## src/rtl/posit_csr_pkg.sv

```systemverilog
`default_nettype none
// ============================================================================
//  Module      : posit_csr_pkg
//  Description : Shared definitions for the posit coprocessor CSR slave:
//                register word addresses, CTRL/STATUS bit positions,
//                the ID constant and the sequencing FSM state encoding.
//  Revision    : 1.0 - initial release
// ============================================================================
package posit_csr_pkg;

    // Register word addresses on the Avalon-MM slave
    localparam logic [2:0] c_ADDR_NUM1    = 3'd0;
    localparam logic [2:0] c_ADDR_NUM2    = 3'd1;
    localparam logic [2:0] c_ADDR_CTRL    = 3'd2;
    localparam logic [2:0] c_ADDR_STATUS  = 3'd3;
    localparam logic [2:0] c_ADDR_RESULT  = 3'd4;
    localparam logic [2:0] c_ADDR_CYCLES  = 3'd5;
    localparam logic [2:0] c_ADDR_TIMEOUT = 3'd6;
    localparam logic [2:0] c_ADDR_ID      = 3'd7;

    // CTRL bit positions
    localparam int c_CTRL_START  = 0;
    localparam int c_CTRL_IRQ_EN = 1;
    localparam int c_CTRL_CLR    = 2;

    // STATUS bit positions
    localparam int c_STAT_BUSY      = 0;
    localparam int c_STAT_DONE      = 1;
    localparam int c_STAT_TIMEOUT   = 2;
    localparam int c_STAT_OVF       = 3;
    localparam int c_STAT_OPCNT_LSB = 8;

    localparam logic [31:0] c_ID_VALUE = 32'h9051_7001;

    typedef enum logic [1:0] {
        IDLE  = 2'd0,
        ISSUE = 2'd1,
        WAIT  = 2'd2
    } state_t;

endpackage
`default_nettype wire

```

## src/rtl/posit_csr_regs.sv

```systemverilog
`default_nettype none
// ============================================================================
//  Module      : posit_csr_regs
//  Description : Address decode and read multiplexer of the posit CSR slave.
//                Purely combinational; storage lives in posit_csr_slave.
//  Ports       : i_address/i_read/i_write  - Avalon-MM command
//                i_* status/register values - current register contents
//                o_wr_*                     - qualified write strobes
//                o_rd_result                - RESULT read strobe
//                o_rdata                    - read data for the addressed word
//  Revision    : 1.0 - initial release
// ============================================================================
module posit_csr_regs
    import posit_csr_pkg::*;
#(
    parameter int DATA_W = 32
) (
    input  logic [2:0]        i_address,
    input  logic              i_read,
    input  logic              i_write,
    input  logic              i_busy,
    input  logic              i_done,
    input  logic              i_timeout,
    input  logic              i_ovf,
    input  logic              i_irq_en,
    input  logic [7:0]        i_op_count,
    input  logic [DATA_W-1:0] i_num1,
    input  logic [DATA_W-1:0] i_num2,
    input  logic [DATA_W-1:0] i_result,
    input  logic [15:0]       i_cycles,
    input  logic [15:0]       i_tmo,
    output logic              o_wr_num1,
    output logic              o_wr_num2,
    output logic              o_wr_ctrl,
    output logic              o_wr_tmo,
    output logic              o_rd_result,
    output logic [DATA_W-1:0] o_rdata
);

    // A read and a write in the same cycle: the read is served, the write dropped
    logic w_wr;
    assign w_wr = i_write & ~i_read;

    assign o_wr_num1   = w_wr && (i_address == c_ADDR_NUM1);
    assign o_wr_num2   = w_wr && (i_address == c_ADDR_NUM2);
    assign o_wr_ctrl   = w_wr && (i_address == c_ADDR_CTRL);
    assign o_wr_tmo    = w_wr && (i_address == c_ADDR_TIMEOUT);
    assign o_rd_result = i_read && (i_address == c_ADDR_RESULT);

    always_comb begin
        o_rdata = '0;
        case (i_address)
            c_ADDR_NUM1:    o_rdata = i_num1;
            c_ADDR_NUM2:    o_rdata = i_num2;
            c_ADDR_CTRL:    o_rdata[c_CTRL_IRQ_EN] = i_irq_en;
            c_ADDR_STATUS: begin
                o_rdata[c_STAT_BUSY]    = i_busy;
                o_rdata[c_STAT_DONE]    = i_done;
                o_rdata[c_STAT_TIMEOUT] = i_timeout;
                o_rdata[c_STAT_OVF]     = i_ovf;
                o_rdata[c_STAT_OPCNT_LSB +: 8] = i_op_count;
            end
            c_ADDR_RESULT:  o_rdata = i_result;
            c_ADDR_CYCLES:  o_rdata[15:0] = i_cycles;
            c_ADDR_TIMEOUT: o_rdata[15:0] = i_tmo;
            default:        o_rdata = DATA_W'(c_ID_VALUE);
        endcase
    end

endmodule
`default_nettype wire

```

## src/rtl/posit_csr_slave.sv

```systemverilog
`default_nettype none
// ============================================================================
//  Module      : posit_csr_slave
//  Description : Avalon-MM CSR slave that feeds two operands to a posit core,
//                waits for its result with a cycle counter / timeout, and
//                raises an optional completion interrupt. DATA_W >= 16.
//  Ports       : clock, reset_n          - clock, async active-low reset
//                avs_*                   - Avalon-MM slave (read latency 1)
//                core_num1/2, core_valid - operand request to the core
//                core_ready              - core accepts the request
//                core_result(_valid)     - result from the core
//                irq                     - done & irq_en, registered
//  Revision    : 1.0 - initial release
// ============================================================================
module posit_csr_slave
    import posit_csr_pkg::*;
#(
    parameter int          DATA_W      = 32,
    parameter logic [15:0] TMO_DEFAULT = 16'h0400
) (
    input  logic              clock,
    input  logic              reset_n,
    input  logic [2:0]        avs_address,
    input  logic              avs_read,
    input  logic              avs_write,
    input  logic [DATA_W-1:0] avs_writedata,
    output logic [DATA_W-1:0] avs_readdata,
    output logic              avs_readdatavalid,
    output logic [DATA_W-1:0] core_num1,
    output logic [DATA_W-1:0] core_num2,
    output logic              core_valid,
    input  logic              core_ready,
    input  logic [DATA_W-1:0] core_result,
    input  logic              core_result_valid,
    output logic              irq
);

    state_t            r_state, w_state_next;
    logic [DATA_W-1:0] r_num1, r_num2, r_result;
    logic [15:0]       r_cycles, r_tmo, r_cnt;
    logic [7:0]        r_op_count;
    logic              r_irq_en, r_done, r_timeout, r_ovf;

    logic              w_wr_num1, w_wr_num2, w_wr_ctrl, w_wr_tmo, w_rd_result;
    logic [DATA_W-1:0] w_rdata;
    logic              w_busy, w_start, w_start_ok, w_clr;
    logic              w_complete, w_abort, w_tmo_hit;
    logic [15:0]       w_cnt_next;

    posit_csr_regs #(.DATA_W(DATA_W)) u_regs (
        .i_address   (avs_address),
        .i_read      (avs_read),
        .i_write     (avs_write),
        .i_busy      (w_busy),
        .i_done      (r_done),
        .i_timeout   (r_timeout),
        .i_ovf       (r_ovf),
        .i_irq_en    (r_irq_en),
        .i_op_count  (r_op_count),
        .i_num1      (r_num1),
        .i_num2      (r_num2),
        .i_result    (r_result),
        .i_cycles    (r_cycles),
        .i_tmo       (r_tmo),
        .o_wr_num1   (w_wr_num1),
        .o_wr_num2   (w_wr_num2),
        .o_wr_ctrl   (w_wr_ctrl),
        .o_wr_tmo    (w_wr_tmo),
        .o_rd_result (w_rd_result),
        .o_rdata     (w_rdata)
    );

    assign w_busy     = (r_state != IDLE);
    assign w_start    = w_wr_ctrl & avs_writedata[c_CTRL_START];
    assign w_start_ok = w_start & ~w_busy;
    assign w_clr      = w_wr_ctrl & avs_writedata[c_CTRL_CLR];

    // w_cnt_next counts the current busy cycle as well, so CYCLES reports the
    // full number of cycles spent in ISSUE+WAIT including the completion cycle,
    // and a TIMEOUT of N aborts at the end of the N-th busy cycle.
    assign w_cnt_next = (r_cnt == 16'hFFFF) ? r_cnt : r_cnt + 16'd1;
    assign w_tmo_hit  = (r_tmo != 16'd0) && (w_cnt_next == r_tmo);

    always_comb begin
        w_state_next = r_state;
        core_valid   = 1'b0;
        w_complete   = 1'b0;
        w_abort      = 1'b0;
        case (r_state)
            IDLE: begin
                if (w_start) w_state_next = ISSUE;
            end
            ISSUE: begin
                core_valid = 1'b1;
                if (w_tmo_hit) begin
                    w_abort      = 1'b1;
                    w_state_next = IDLE;
                end else if (core_ready) begin
                    w_state_next = WAIT;
                end
            end
            WAIT: begin
                // A result arriving on the timeout cycle is still accepted
                if (core_result_valid) begin
                    w_complete   = 1'b1;
                    w_state_next = IDLE;
                end else if (w_tmo_hit) begin
                    w_abort      = 1'b1;
                    w_state_next = IDLE;
                end
            end
            default: w_state_next = IDLE;
        endcase
    end

    // FSM, operands, counter and result capture
    always_ff @(posedge clock or negedge reset_n) begin
        if (!reset_n) begin
            r_state    <= IDLE;
            r_num1     <= '0;
            r_num2     <= '0;
            r_result   <= '0;
            r_cycles   <= '0;
            r_op_count <= '0;
            r_cnt      <= '0;
            r_tmo      <= TMO_DEFAULT;
            r_irq_en   <= 1'b0;
            core_num1  <= '0;
            core_num2  <= '0;
        end else begin
            r_state <= w_state_next;
            if (w_wr_num1 && !w_busy) r_num1 <= avs_writedata;
            if (w_wr_num2 && !w_busy) r_num2 <= avs_writedata;
            if (w_wr_tmo)  r_tmo    <= avs_writedata[15:0];
            if (w_wr_ctrl) r_irq_en <= avs_writedata[c_CTRL_IRQ_EN];
            if (w_start_ok) begin
                core_num1 <= r_num1;
                core_num2 <= r_num2;
                r_cnt     <= '0;
            end else if (w_busy) begin
                r_cnt <= w_cnt_next;
            end
            if (w_complete) begin
                r_result   <= core_result;
                r_cycles   <= w_cnt_next;
                r_op_count <= r_op_count + 8'd1;
            end
        end
    end

    // Status flags: a same-cycle set always beats a clear
    always_ff @(posedge clock or negedge reset_n) begin
        if (!reset_n) begin
            r_done    <= 1'b0;
            r_timeout <= 1'b0;
            r_ovf     <= 1'b0;
            irq       <= 1'b0;
        end else begin
            if (w_complete || w_abort)
                r_done <= 1'b1;
            else if (w_clr || w_rd_result || w_start_ok)
                r_done <= 1'b0;

            if (w_abort)
                r_timeout <= 1'b1;
            else if (w_clr || w_start_ok)
                r_timeout <= 1'b0;

            if (w_start && w_busy)
                r_ovf <= 1'b1;
            else if (w_clr)
                r_ovf <= 1'b0;

            irq <= r_done & r_irq_en;
        end
    end

    // Read channel: fixed one-cycle latency, data held until the next read
    always_ff @(posedge clock or negedge reset_n) begin
        if (!reset_n) begin
            avs_readdata      <= '0;
            avs_readdatavalid <= 1'b0;
        end else begin
            avs_readdatavalid <= avs_read;
            if (avs_read) avs_readdata <= w_rdata;
        end
    end

endmodule
`default_nettype wire
```

## config.mk

```make
export PLATFORM = sky130hd
export DESIGN_NAME = posit_csr_slave
export DESIGN_NICKNAME = d
export VERILOG_FILES = /design/src/rtl/posit_csr_pkg.sv /design/src/rtl/posit_csr_regs.sv /design/src/rtl/posit_csr_slave.sv
export SDC_FILE = /design/constraint.sdc
export NUM_CORES = 1
export LEC_CHECK = 0
export CELL_PAD_IN_SITES_DETAIL_PLACEMENT = 1
export CELL_PAD_IN_SITES_GLOBAL_PLACEMENT = 2
export CORE_MARGIN = 4
export CORE_UTILIZATION = 39
export DETAILED_ROUTE_END_ITERATION = 8
export GPL_TIMING_DRIVEN = 0
export PLACE_DENSITY = 0.81
export SYNTH_ARGS = -nofsm -noshare
export SYNTH_HDL_FRONTEND = slang
export SYNTH_SLANG_ARGS = --single-unit
```

## constraint.sdc

```tcl
create_clock -name clock -period 6.8 [get_ports clock]
set_input_delay 2.04 -clock clock [delete_from_list [all_inputs] [get_ports clock]]
set_output_delay 2.04 -clock clock [all_outputs]
set_load 0.05 [all_outputs]
```

==> reports/results.txt <==
Status - finished, final reports clean
Critical path class - in -> reg
Clk_lat worst skew - 0.55 ns
Die width - 180 µm
Synthesized flop and latch total - 256
Final worst slack - 2.13 ns
Wire per inst - 23.7 µm
Worst-path clk slew - 0.06 ns
Synth top area share - 0.555
Area after DPL - 0.0137 mm²
Initial Util - 0.398
Area growth syn-to-layout - 27.4%
Warnings, synthesis - 0
RD Place Congestion - 0.859
Root Buffer - clkbuf_16
Period utilization - 0.686
Hold Buf Count CTS - 0
GRT overflow - 0
Asr flop ratio synth - 1.00
Cell Pwr Density - 416 mW/mm²
Commonest non-fill, non-tap cells in the layout - dfrtp_1, mux2_2, clkdlybuf4s50_1
# rows - 62
CTS sink cnt - 256
Final setup vio count - 0
Max Fanout on Critical Path - 10
Post-synth design cell area - 0.0115 mm²
Synth Area in XOR/XNOR - 0.0187
Top cells by area, synth - dfrtp_1, mux2_2, mux2i_1, o21ai_0, nor2_1
Met2 wire length - 17900 µm
Worst path required time - 7.24 ns
Slew Viols, Final - 0
P_sw - 2.25 mW
Max-cap viol count - 0
Post-synthesis cell count - 935
Max IR drop VDD - 217 µV
Antenna violations before repair - 2
Sequential share of power - 0.406
Die Span Y - 180 µm
Setup crit end kind - register
H-Tree Depth - 1
Largest net degree at the start of global routing - 102
Setup Buffers After CTS - 0
DP HPWL - 26600 µm
DRT Pass-1 Iters - 4
Vias per std cell - 5.46
Int Pwr - 3.84 mW
Die area - 0.0323 mm²
Layout cells sized above 1 - 0.219
Multiplexer share of the synthesized area - 0.216
FF/Latch Area - 0.00641 mm²
Non-filler instance count after layout - 1538
Sw Ratio - 0.369
WL final - 36500 µm
Via Count - 8401
Number of enable flip-flop cells after synthesis - 0
Number of gates resized after cts - 0
Clock Skew - 0.0119 ns
Post-Synth Simple-Gate Area - 0.0827
Max Buffers Root-to-Sink - 3
Post-Synth Adder-Cell Area - 0.00544
Met3 wire length - 1500 µm
Area of the multi-input gates - 0.00473 mm²
Max Clk Rate - 0.214 GHz
Largest family of logic cells by synthesized area - multiplexers
Number of buffers created by CTS - 29
Compound-Gate Fraction of Synth Area - 0.0883
Gate power share - 0.342
Hold WS - 0.476 ns
Design area - 0.0147 mm²
HP Class - reg -> reg
Final nets - 1214
Synth Flop Type - dfrtp_1
Placement Setup Slack - 1.55 ns
Met1 wire length - 16200 µm
Tot GR Track Use - 0.221
Residual DRC count - 0
Commonest non-fill, non-tap cell in the layout - dfrtp_1
CORE AREA - 0.0289 mm²
Slew @ Worst Pin - 0.967 ns
First-pass GRT wire length - 56000 µm
Fillers - 3028
Flop2flop setup slack - 3.47 ns
Vias in the first global route - 8942
Relative slew margins - 0.356
Count of cell types in the netlist - 59
Top sig layer - met5
Placed Cells - 1489
Syn avg cell area - 12.3 µm²
PortBufs - 168
Syn nets - 1013
Largest area contributor in the netlist - dfrtp_1
Pleak - 6.31 nW
Post-synthesis sequential area ratio - 0.557
# IOs - 172
CTS tree - built
Clock power frac - 0.252
Post-DRT Antenna Nets - 0
Final Critical Period - 4.67 ns
RSZ-0062 raised after global routing - false
Number of DRC markers in iteration 0 - 427
CP arrival - 5.10 ns
Setup crit start kind - primary input
Fin. Hold Viols - 0
==> final timing paths <==
check | endpoint | cells past startpoint | from
worst max-delay path | core_num1[12] | 8 | avs_address[0]
worst min-delay path | r_op_count[7] | 1 | r_op_count[7]
worst max register to register | r_state[0] | 9 | r_cnt[0]
worst min register to register | r_op_count[7] | 1 | r_op_count[7]
max in group asynchronous | avs_readdata[0] | 2 | reset_n
min in group asynchronous | avs_readdata[26] | 1 | reset_n
==> metrics by stage <==
step / setup TNS (ns) / total power [mW] / util
floorplan: 0 / 3.78 / -
global placement: -1934.53 / 4.53 / 0.472
detailed placement: 0 / 4.59 / 0.474
CTS: 0 / 6.16 / 0.506
global route: 0 / 6.42 / 0.506
finish: 0 / 6.10 / 0.506
==> synthesized netlist by cell type (6+ instances only) <==
master    number
a21oi_1       33
a22oi_1        9
a31oi_1       12
and2_1         6
and4_1         6
buf_1         11
buf_4          6
clkbuf_1      43
dfrtp_1      255
inv_1         21
mux2_2       181
mux2i_1       33
nand2_1       45
nand2b_1       7
nand3_1       27
nand4_1       14
nor2_1        49
nor2b_1        6
o21ai_0       42
o22a_1         7
o22ai_1       19
xnor2_1       13
xor2_1         9
==> routing by layer <==
metal,GRT usage,up-vias
met5,0,-
met4,0.0600,2
met3,0.0291,60
met2,0.374,229
met1,0.303,4330
li1,-,3780
==> kinds of logic (layout without fill, tap and decap cells) <==
family | after synthesis | after routing
XOR/XNOR | 23 | 23
buffers and inverters | 86 | 304
other | 0 | 1
flip-flops | 256 | 256
AO/OA/AOI/OAI | 160 | 160
adder cells (fa/ha/maj) | 5 | 5
multiplexers | 219 | 219
AND/OR/NAND/NOR | 186 | 186
==> critical path, stage by stage <==
cell and delay (ns):
clkbuf_1 0.52, nor2_1 0.25, and4b_1 0.33, and2_1 0.20, nand2_1 0.14, clkbuf_1 0.54, clkbuf_1 0.64, mux2_2 0.41
==> cell type report <==
cell class / count / share of cell area
buffer: 65 / 0.0199
clock inverter: 12 / 0.00914
sequential: 256 / 0.437
clock buffer: 36 / 0.0540
timing repair buffer: 170 / 0.119
multi-input combinational: 593 / 0.322
antenna: 1 / 0.000171
tap: 384 / 0.0328
inverter: 21 / 0.00538
==> state kept, by name, indices dropped and copies added, names as in the netlist, 16 cells and up <==
signal,cells
r_num1,32
core_num2,32
core_num1,32
r_num2,32
r_cycles,16
r_cnt,16
avs_readdata,32
r_result,32
r_tmo,16
==> power groups by stage <==
stage                     clock network, mW  registers (mW)  logic [mW]
after floorplan                           0            2.88       0.901
after global placement                    0            2.48        2.04
after detailed placement                  0            2.50        2.10
after CTS                              1.58            2.47        2.11
after global routing                   1.64            2.54        2.24
final                                  1.54            2.47        2.08
(Power assumes the default switching activity.)
